**config.mk**
```make
export PLATFORM = sky130hd
export DESIGN_NAME = column_adc_responder_flat
export DESIGN_NICKNAME = d
export VERILOG_FILES = /design/src/rtl/column_adc_responder_if.sv /design/src/rtl/column_adc_responder.sv /design/src/flat_wrapper.sv
export SDC_FILE = /design/constraint.sdc
export NUM_CORES = 1
export LEC_CHECK = 0
export BUFFER_PORTS_ARGS = -buffer_cell sky130_fd_sc_hd__buf_2
export CAP_MARGIN = 0
export CORE_MARGIN = 4
export CORE_UTILIZATION = 65
export CTS_BUF_LIST = sky130_fd_sc_hd__clkbuf_4
export DETAILED_ROUTE_END_ITERATION = 6
export MAX_ROUTING_LAYER = met4
export PLACE_DENSITY = 0.87
export SYNTH_ARGS = -nofsm -noshare
export SYNTH_HDL_FRONTEND = slang
export SYNTH_SLANG_ARGS = --single-unit
```
**constraint.sdc**
```tcl
create_clock -name clk -period 4.1 [get_ports clk]
set_clock_uncertainty 0.05 [all_clocks]
set_input_delay 0.82 -clock clk [delete_from_list [all_inputs] [get_ports clk]]
set_output_delay 0.82 -clock clk [all_outputs]
set_load 0.05 [all_outputs]
```
**src/rtl/column_adc_responder_if.sv**
```systemverilog
// Conversion handshake, comparator inputs and readout stream between the row
// sequencer / column front-end and the column ADC responder.
interface column_adc_responder_if #(
    parameter int unsigned columns   = 2,
    parameter int unsigned adc_bits  = 8,
    parameter int unsigned col_width = 1
);
    logic                  adc_enable;
    logic [columns-1:0]    comp_in;
    logic                  data_ready;
    logic [adc_bits-1:0]   ramp_code;
    logic                  ramp_active;
    logic [adc_bits-1:0]   data_out;
    logic [col_width-1:0]  data_col;
    logic                  data_valid;
    logic                  done;

    // Sequencer / front-end / downstream side
    modport master (
        output adc_enable,
        output comp_in,
        output data_ready,
        input  ramp_code,
        input  ramp_active,
        input  data_out,
        input  data_col,
        input  data_valid,
        input  done
    );

    // Responder side
    modport slave (
        input  adc_enable,
        input  comp_in,
        input  data_ready,
        output ramp_code,
        output ramp_active,
        output data_out,
        output data_col,
        output data_valid,
        output done
    );
endinterface

```
**src/rtl/column_adc_responder.sv**
```systemverilog
// Single-slope column ADC responder: runs a digital ramp, latches each
// column's code on its first comparator trip, streams the results out and
// signals done back to the row sequencer.
module column_adc_responder #(
    parameter int unsigned columns   = 2,
    parameter int unsigned adc_bits  = 8,
    parameter int unsigned col_width = 1
) (
    input  logic                  clk,
    input  logic                  reset,
    column_adc_responder_if.slave bus
);
    localparam logic [col_width-1:0] LAST_COL   = col_width'(columns - 1);
    localparam logic [adc_bits-1:0]  FULL_SCALE = '1;

    typedef enum logic [1:0] {
        IDLE    = 2'd0,
        RAMP    = 2'd1,
        READOUT = 2'd2,
        DONE    = 2'd3
    } state_t;

    state_t                           state_q, state_d;
    logic [adc_bits-1:0]              ramp_code_q, ramp_code_d;
    logic                             ramp_active_q, ramp_active_d;
    logic [adc_bits-1:0]              data_out_q, data_out_d;
    logic [col_width-1:0]             data_col_q, data_col_d;
    logic                             data_valid_q, data_valid_d;
    logic                             done_q, done_d;
    logic [columns-1:0][adc_bits-1:0] value_q, value_d;
    logic [columns-1:0]               latched_q, latched_d;

    // State and output registers; reset discards any conversion in flight
    always_ff @(posedge clk or negedge reset) begin
        if (!reset) begin
            state_q       <= IDLE;
            ramp_code_q   <= '0;
            ramp_active_q <= 1'b0;
            data_out_q    <= '0;
            data_col_q    <= '0;
            data_valid_q  <= 1'b0;
            done_q        <= 1'b0;
            value_q       <= '0;
            latched_q     <= '0;
        end else begin
            state_q       <= state_d;
            ramp_code_q   <= ramp_code_d;
            ramp_active_q <= ramp_active_d;
            data_out_q    <= data_out_d;
            data_col_q    <= data_col_d;
            data_valid_q  <= data_valid_d;
            done_q        <= done_d;
            value_q       <= value_d;
            latched_q     <= latched_d;
        end
    end

    // Next-state, ramp, column latch and readout logic
    always_comb begin
        state_d       = state_q;
        ramp_code_d   = ramp_code_q;
        ramp_active_d = ramp_active_q;
        data_out_d    = data_out_q;
        data_col_d    = data_col_q;
        data_valid_d  = data_valid_q;
        done_d        = done_q;
        value_d       = value_q;
        latched_d     = latched_q;

        case (state_q)
            IDLE: begin
                if (bus.adc_enable) begin
                    value_d       = '0;
                    latched_d     = '0;
                    ramp_code_d   = '0;
                    ramp_active_d = 1'b1;
                    state_d       = RAMP;
                end
            end

            RAMP: begin
                // First trip per column wins; later toggles are ignored
                for (int unsigned i = 0; i < columns; i++) begin
                    if (bus.comp_in[i] && !latched_q[i]) begin
                        value_d[i]   = ramp_code_q;
                        latched_d[i] = 1'b1;
                    end
                end
                if ((&latched_d) || (ramp_code_q == FULL_SCALE)) begin
                    // Columns that never tripped saturate at full scale
                    for (int unsigned i = 0; i < columns; i++) begin
                        if (!latched_d[i]) begin
                            value_d[i] = FULL_SCALE;
                        end
                    end
                    ramp_active_d = 1'b0;
                    ramp_code_d   = '0;
                    data_col_d    = '0;
                    data_out_d    = value_d[0];
                    data_valid_d  = 1'b1;
                    state_d       = READOUT;
                end else begin
                    ramp_code_d = ramp_code_q + 1'b1;
                end
            end

            READOUT: begin
                if (bus.data_ready) begin
                    if (data_col_q == LAST_COL) begin
                        data_valid_d = 1'b0;
                        done_d       = 1'b1;
                        state_d      = DONE;
                    end else begin
                        data_col_d = data_col_q + 1'b1;
                        data_out_d = value_q[data_col_d];
                    end
                end
            end

            DONE: begin
                if (!bus.adc_enable) begin
                    done_d  = 1'b0;
                    state_d = IDLE;
                end
            end

            default: begin
                state_d = IDLE;
            end
        endcase

        // Request withdrawn mid-conversion: drop everything, never report done
        if (((state_q == RAMP) || (state_q == READOUT)) && !bus.adc_enable) begin
            state_d       = IDLE;
            ramp_code_d   = '0;
            ramp_active_d = 1'b0;
            data_out_d    = '0;
            data_col_d    = '0;
            data_valid_d  = 1'b0;
            done_d        = 1'b0;
            value_d       = '0;
            latched_d     = '0;
        end
    end

    // Registered outputs onto the interface
    assign bus.ramp_code   = ramp_code_q;
    assign bus.ramp_active = ramp_active_q;
    assign bus.data_out    = data_out_q;
    assign bus.data_col    = data_col_q;
    assign bus.data_valid  = data_valid_q;
    assign bus.done        = done_q;
endmodule

```
**src/flat_wrapper.sv**
```systemverilog
// flat-port wrapper written by rule: the top's interface ports become plain ports
module column_adc_responder_flat 
#(
    parameter int unsigned columns   = 2,
    parameter int unsigned adc_bits  = 8,
    parameter int unsigned col_width = 1
)
  (clk, reset, bus_adc_enable, bus_comp_in, bus_data_ready, bus_ramp_code, bus_ramp_active, bus_data_out, bus_data_col, bus_data_valid, bus_done);
  column_adc_responder_if #(.columns(columns), .adc_bits(adc_bits), .col_width(col_width)) bus_i ();
  input  logic clk;
  input  logic reset;
  input wire logic [$bits(bus_i.adc_enable)-1:0] bus_adc_enable;
  input wire logic [$bits(bus_i.comp_in)-1:0] bus_comp_in;
  input wire logic [$bits(bus_i.data_ready)-1:0] bus_data_ready;
  output wire logic [$bits(bus_i.ramp_code)-1:0] bus_ramp_code;
  output wire logic [$bits(bus_i.ramp_active)-1:0] bus_ramp_active;
  output wire logic [$bits(bus_i.data_out)-1:0] bus_data_out;
  output wire logic [$bits(bus_i.data_col)-1:0] bus_data_col;
  output wire logic [$bits(bus_i.data_valid)-1:0] bus_data_valid;
  output wire logic [$bits(bus_i.done)-1:0] bus_done;
  assign bus_i.adc_enable = bus_adc_enable;
  assign bus_i.comp_in = bus_comp_in;
  assign bus_i.data_ready = bus_data_ready;
  assign bus_ramp_code = bus_i.ramp_code;
  assign bus_ramp_active = bus_i.ramp_active;
  assign bus_data_out = bus_i.data_out;
  assign bus_data_col = bus_i.data_col;
  assign bus_data_valid = bus_i.data_valid;
  assign bus_done = bus_i.done;
  column_adc_responder #(.columns(columns), .adc_bits(adc_bits), .col_width(col_width)) u_core (.clk(clk), .reset(reset), .bus(bus_i));
endmodule
```
==> parameters.txt, run 1 <==
Parameter                              Value

Logic synthesis
  Post-synthesis mux area share    1.78%
  Most used DFF post-synth    dfrtp_1
  Portion of synthesized cell area occupied by the leading cell type    44.5%
  Flip-flop and latch count after synthesis    40
  Proportion of synthesized flip-flops having asynchronous set or reset    100%
  Number of cells produced by synthesis    around 230
  Dominant combinational cell family by area after synthesis    compound AO/OA/AOI/OAI gates
  Fraction of synthesized cell area in xor and xnor cells    0%
  Synth Area in Adders    roughly 3.3%
  Mean post-synth cell area    9.64 um^2
  Area contributors post-synth    dfrtp_1 45%, a22o_1 7.0%, nand2_1 5.8%, a21o_1 4.0%, o21ai_1 3.8%
  Count of unique library cells instantiated by Yosys    40
  Combined area of all synthesized cells    about 2200 um^2
  Share of the synthesized area in compound gates (AO/OA/AOI/OAI)    27.3%
  Proportion of synthesized chip area in sequential cells    44.5%
  Number of nets produced by synthesis    approximately 250
  Warnings, synthesis    0
  Yosys top cell by area    dfrtp_1
  Synth Area in Simple Gates    19.0%
  Number of enable-type register cells in the synthesized netlist    0

Worst setup path
  Critical Setup Path Class    reg2out
  CP delay by family, top    flip-flops
  Slowest-stage cell, CP    dfrtp_1
  Data arrival time of the worst path    around 1.3 ns
  CP Launch Type    flip-flop
  Buffer and inverter count on the worst path    1
  Cell-by-cell listing of the critical path    buf_2
  Required time worst endpoint    ~3.2 ns
  Critical path's largest stage delay    just under 0.6 ns
  Setup crit end kind    primary output
  Highest net fanout along the worst path    10

Drt
  Number of nets still failing antenna checks after routing    0
  Total wirelength of the detailed-routed design    ~4700 um
  First-pass detailed-route iteration total    4
  First DRT Iteration DRCs    ~140
  Per-cell routed wire length    roughly 16 um
  DR DRC count    0
  Routed vias/inst    approximately 6.0
  Total number of vias    1784

Final layout
  Antenna diodes    0
  Top library cells by usage in the layout, fill and taps aside    40 x dfrtp_1, 35 x nand2_1, 25 x buf_2
  Filler cell count in the final layout    264
  Final Core Density    72.9%
  Nets@finish    262
  Post-route non-filler standard cell count    297
  Share of final-layout standard cells stronger than drive strength 1    between 15 and 20%
  Sequential cell area    1000 um^2
  Most frequent standard cell in the layout excluding fill and tap cells    dfrtp_1
  Post-synthesis to final-layout area growth    8.24%
  Footprint of the multi-input gates    around 1200 um^2

Clock tree
  Count of H-tree levels built during CTS    2
  Worst skew pair latency    around 0.36 ns
  Number of buffers inserted during clock tree synthesis    5
  Maximum buffer depth of the clock tree    2
  Clock tree from TritonCTS    built
  Number of gates given a new drive strength after cts    0
  Hold buffer count at cts    0
  Post-CTS Setup Repair Bufs    0
  Clock Sinks    40
  CTS Root Buffer Type    clkbuf_4
  Clock transition at the registers of the reported paths    0.13 ns

Status
  Status    completed

Power
  VDD IR-drop max    between 0.0002 and 0.0003 V
  Power per cell area    694 nW/um^2
  Leakage    1.21 nW
  Total power draw    1.69 mW

Die
  Number of placed I/O pins    26
  Vertical extent of the die    66.8 um
  Die area    4460 um^2
  Die outline width    66.8 um
  Total core area    3340 um^2
  Cell row count    21
  Starting density of the core    67.3%

Placement
  Total instance count after detailed placement    just under 300
  Input/output buffers    25
  DPL Wire Length    3350 um
  Routability cong.    0.848
  Worst Setup Slack post-DPL    1.72 ns

Global route
  Wire length of the first global-routing pass    just under 8000 um
  Antenna violations before repair    0
  Largest net degree at the start of global routing    roughly 40
  Overall fraction of global-route tracks in use    24.4%
  Via count of the first global-routing pass    1642
  Total congestion overflow    0

STA
  Number of max-slew violations in the final report    0
  Aggregate negative setup slack    0 ns
  Worst slew margin relative to its limit    40.9%
  Final-report setup violation count    0
  Final Cycle Share    a little over half
  Setup repair after global routing missed its margin    no
  Final setup margin    roughly 1.9 ns
  Worst Tran Pin Value    0.887 ns
  Max Clock Freq    0.464 GHz
  Hold Violations, Final    0
  Clock period minus final worst setup slack    2.16 ns

Flow run
  Max-cap violation count    0

Min path
  Type of the most critical hold path    reg2reg
-- cells by family after synthesis --
family | after synthesis
buffers and inverters | 17
AND/OR/NAND/NOR | 78
adder cells (fa/ha/maj) | 6
flip-flops | 40
AO/OA/AOI/OAI | 88
multiplexers | 4
-- sequential cells by signal, indices dropped and copies added, names as in the netlist --
signal	cells
u_core.bus.done	1
u_core.latched_q	2
u_core.state_q	2
u_core.bus.ramp_active	1
u_core.bus.data_valid	1
u_core.value_q	16
u_core.bus.data_out	8
u_core.bus.data_col	1
u_core.bus.ramp_code	8
-- worst paths after layout --
path                            cells past startpoint  slack (ns)                     from                       to
worst max-delay path                                1        1.94  u_core.bus.ramp_code[4]         bus_ramp_code[4]
worst min-delay path                                2        0.44   u_core.bus.data_out[6]   u_core.bus.data_out[6]
worst max register to register                      6        1.99        u_core.state_q[0]        u_core.value_q[4]
worst min register to register                      2        0.44   u_core.bus.data_out[6]   u_core.bus.data_out[6]
max in group asynchronous                           1        2.94                    reset  u_core.bus.ramp_code[0]
min in group asynchronous                           1        0.51                    reset        u_core.state_q[1]
-- power by group --
group	leakage (nW)	internal (mW)	switching, mW
sequential	0.539	0.473	0.0773
clock	0.0454	0.130	0.142
combinational	0.629	0.241	0.625
total	1.21	0.844	0.845
-- metal layers --
metal | GRT usage (%) | share of wire [%]
met1 | 33.0 | 46
met2 | 35.4 | 45
met3 | 4.55 | 6.8
met4 | 11.4 | 2.0
met5 | - | 0
-- synthesized netlist by cell type, types with 2 or more instances --
library cell and number:
a21o_1 12, a21oi_1 6, a22o_1 18, a22oi_1 7, and3_1 2, buf_2 8, buf_4 2, clkbuf_1 3
dfrtp_1 40, ha_1 6, inv_1 2, mux2i_1 4, nand2_1 35, nand2b_1 3, nand3_1 6, nor2_1 8
nor2b_1 12, nor3_1 2, nor3_4 2, o21a_1 2, o21ai_0 13, o21ai_1 17, o21ai_2 2, o2bb2a_1 2
o31ai_1 4
-- per-stage QoR --
stage          cell area [um^2]  hold slack (ns)
2_1_floorplan              2250            0.406
3_3_place_gp               2350            0.406
3_5_place_dp               2350            0.409
4_1_cts                    2430            0.438
5_1_grt                    2430            0.470
6_report                   2430            0.435
-- final cells by class --
cell class              instances  share of cell area (%)
clock inverters                 3                    1.95
well taps                      46                    2.37
clock buffers                   5                    1.54
multi-input cells             176                    47.5
repair buffers                 25                    5.14
flip-flops and latches         40                    41.2
inverters                       2                   0.309
Power figures use the tool's default switching activity.
==> inputs of run 2 (changes only) <==
--- a/config.mk
+++ b/config.mk
@@ -8,11 +8,11 @@
 export BUFFER_PORTS_ARGS = -buffer_cell sky130_fd_sc_hd__buf_2
 export CAP_MARGIN = 0
 export CORE_MARGIN = 4
-export CORE_UTILIZATION = 65
+export CORE_UTILIZATION = 54
 export CTS_BUF_LIST = sky130_fd_sc_hd__clkbuf_4
 export DETAILED_ROUTE_END_ITERATION = 6
 export MAX_ROUTING_LAYER = met4
-export PLACE_DENSITY = 0.87
+export PLACE_DENSITY = 0.78
 export SYNTH_ARGS = -nofsm -noshare
 export SYNTH_HDL_FRONTEND = slang
 export SYNTH_SLANG_ARGS = --single-unit
==> constraint.sdc (replaced) <==
create_clock -name clk -period 1.7 [get_ports clk]
set_clock_uncertainty 0.05 [all_clocks]
set_input_delay 0.34 -clock clk [delete_from_list [all_inputs] [get_ports clk]]
set_output_delay 0.34 -clock clk [all_outputs]
set_load 0.05 [all_outputs]
==> run 2 against run 1 <==
Non-clock buffer count is 44 higher. Hold slack worse by 0.18 ns. Cell count is 16% higher. The flow now finishes with violations (negative setup slack). Critical endpoint is now u_core.bus.data_out[5]. Sequential cell count stayed put. Highest routed layer unchanged. Critical path depth is 8 higher. Total power grew to 3.2 times the previous value. Count of clock-buffer cells in the layout stayed put. Register-to-register slack worse by 2.0 ns. Clock power is 130% higher. Combinational power grew to 4.0 times the previous value. Routed wire length is 37% higher.
==> parameters.txt, run 2 (synthesis gave the netlist of run 1 again) <==
Parameter                              Value

Die
  Cell row count    23
  Number of placed I/O pins    26
  Vertical extent of the die    72.5 um
  Total core area    4000 um^2
  Die area    5260 um^2
  Starting density of the core    56.2%
  Die outline width    72.5 um

STA
  Worst slew margin relative to its limit    64.5%
  Final-report setup violation count    7
  Worst Tran Pin Value    0.533 ns
  Aggregate negative setup slack    -0.0938 ns
  Setup repair after global routing missed its margin    yes
  Final setup margin    -0.0212 ns
  Number of max-slew violations in the final report    0
  Clock period minus final worst setup slack    1.72 ns
  Final Cycle Share    101%
  Post-route worst hold slack    between 0.2 and 0.3 ns
  Hold Violations, Final    0
  Max Clock Freq    0.581 GHz

Drt
  First DRT Iteration DRCs    about 100
  First-pass detailed-route iteration total    4
  DR DRC count    0
  Number of nets still failing antenna checks after routing    0
  Per-cell routed wire length    18.7 um
  Routed vias/inst    6.03
  Total number of vias    2087
  Total wirelength of the detailed-routed design    6460 um

Min path
  Instance count along the most critical hold path    2
  Type of the most critical hold path    in2reg

Flow run
  Max-cap violation count    0

Placement
  Post-detailed-placement cell area    around 2700 um^2
  Routability cong.    around 0.84
  Total instance count after detailed placement    329
  DPL Wire Length    3960 um
  Worst Setup Slack post-DPL    -0.189 ns
  Input/output buffers    25

Worst setup path
  Required time worst endpoint    slightly below 2 ns
  Critical Setup Path Class    reg2reg
  Highest net fanout along the worst path    8
  Setup crit end kind    flip-flop
  CP Launch Type    flip-flop
  Data arrival time of the worst path    a little under 2 ns
  FF-to-FF path depth    9

Power
  Power per cell area    roughly 1800 nW/um^2
  Leakage    1.48 nW
  Total power draw    about 5.4 mW
  VDD IR-drop max    0.00149 V

Clock tree
  Clock tree from TritonCTS    built
  CTS Root Buffer Type    clkbuf_4
  Clock transition at the registers of the reported paths    0.12 ns
  Clock Sinks    40
  Maximum buffer depth of the clock tree    2
  Count of H-tree levels built during CTS    2
  Worst skew pair latency    0.36 ns
  Number of buffers inserted during clock tree synthesis    5

Global route
  Via count of the first global-routing pass    2043
  Wire length of the first global-routing pass    9650 um
  Total congestion overflow    0
  Overall fraction of global-route tracks in use    24.2%
  Largest net degree at the start of global routing    41
  Antenna violations before repair    0

Final layout
  Sequential cell area    1010 um^2
  Post-route non-filler standard cell count    346
  Most frequent standard cell in the layout excluding fill and tap cells    buf_4
  Top library cells by usage in the layout, fill and taps aside    35 x buf_4, 31 x dfrtp_1, 30 x nand2_1
  Area of all placed cells without fillers    between 3000 and 4000 um^2
  Footprint of the multi-input gates    1390 um^2
  Share of final-layout standard cells stronger than drive strength 1    between 40 and 50%
  Reg with most FFs    u_core.value_q
  Nets@finish    a little over 300
  Filler cell count in the final layout    262
  Flip-flop count of the largest register after layout    16
  Post-synthesis to final-layout area growth    35.7%
  Antenna diodes    0
  Final Core Density    76.2%

Status
  Violations in the final reports    negative setup slack
  Status    finished with violations
[run 2: changes by cell type in the layout (fill, tap and decap cells not counted), sizes merged]
cell,change
buf,+43
nand3,+1
clkinvlp,+1
dlygate4sd3,+1
clkinv,-1
[run 2: power by group]
part | internal, mW | total [mW] | switching, mW
Clock | 0.306 | 0.637 | 0.330
Sequential | 1.15 | 1.29 | 0.146
Combinational | 1.35 | 3.44 | 2.08
[run 2: what timing repair did]
action	in CTS	in global routing
setup endpoints to repair	39	40
pin swaps	5	23
hold endpoints to repair	40	0
hold buffers	1	0
cloned	1	0
gates resized for setup	15	35
setup buffers	2	5
[run 2: layer usage]
| layer | GRT usage [%] | wire (um) |
|---|---|---|
| met3 | 4.29 | 302 |
| met4 | 6.56 | 89 |
| met1 | 31.6 | 2650 |
| met5 | - | 0 |
| met2 | 39.0 | 3410 |
[run 2: layout make-up]
class | count | share of cell area [%]
timing repair buffer | 69 | 16.4
tap | 50 | 2.05
clock buffer | 5 | 1.23
inverter | 2 | 0.246
multi-input combinational | 177 | 45.5
clock inverter | 3 | 1.40
sequential | 40 | 33.2
[run 2: worst paths after layout]
check | from | end | slack [ns]
min in group asynchronous | reset | u_core.value_q[5] | 0.51
setup / recovery | u_core.state_q[1] | u_core.bus.data_out[5] | -0.02
hold / removal | bus_comp_in[1] | u_core.latched_q[1] | 0.26
hold reg to reg | u_core.bus.data_out[6] | u_core.bus.data_out[6] | 0.44
max in group asynchronous | reset | u_core.bus.ramp_code[7] | 0.69
setup reg to reg | u_core.state_q[1] | u_core.bus.data_out[5] | -0.02
[run 2: worst max-delay path, cell delays in order (launching register included)]
cell,delay [ns]
dfrtp_1,0.42
inv_2,0.10
buf_4,0.13
ha_4,0.16
buf_6,0.14
o2111ai_4,0.19
buf_12,0.20
nand3_4,0.11
nand2_1,0.06
o21ai_1,0.08
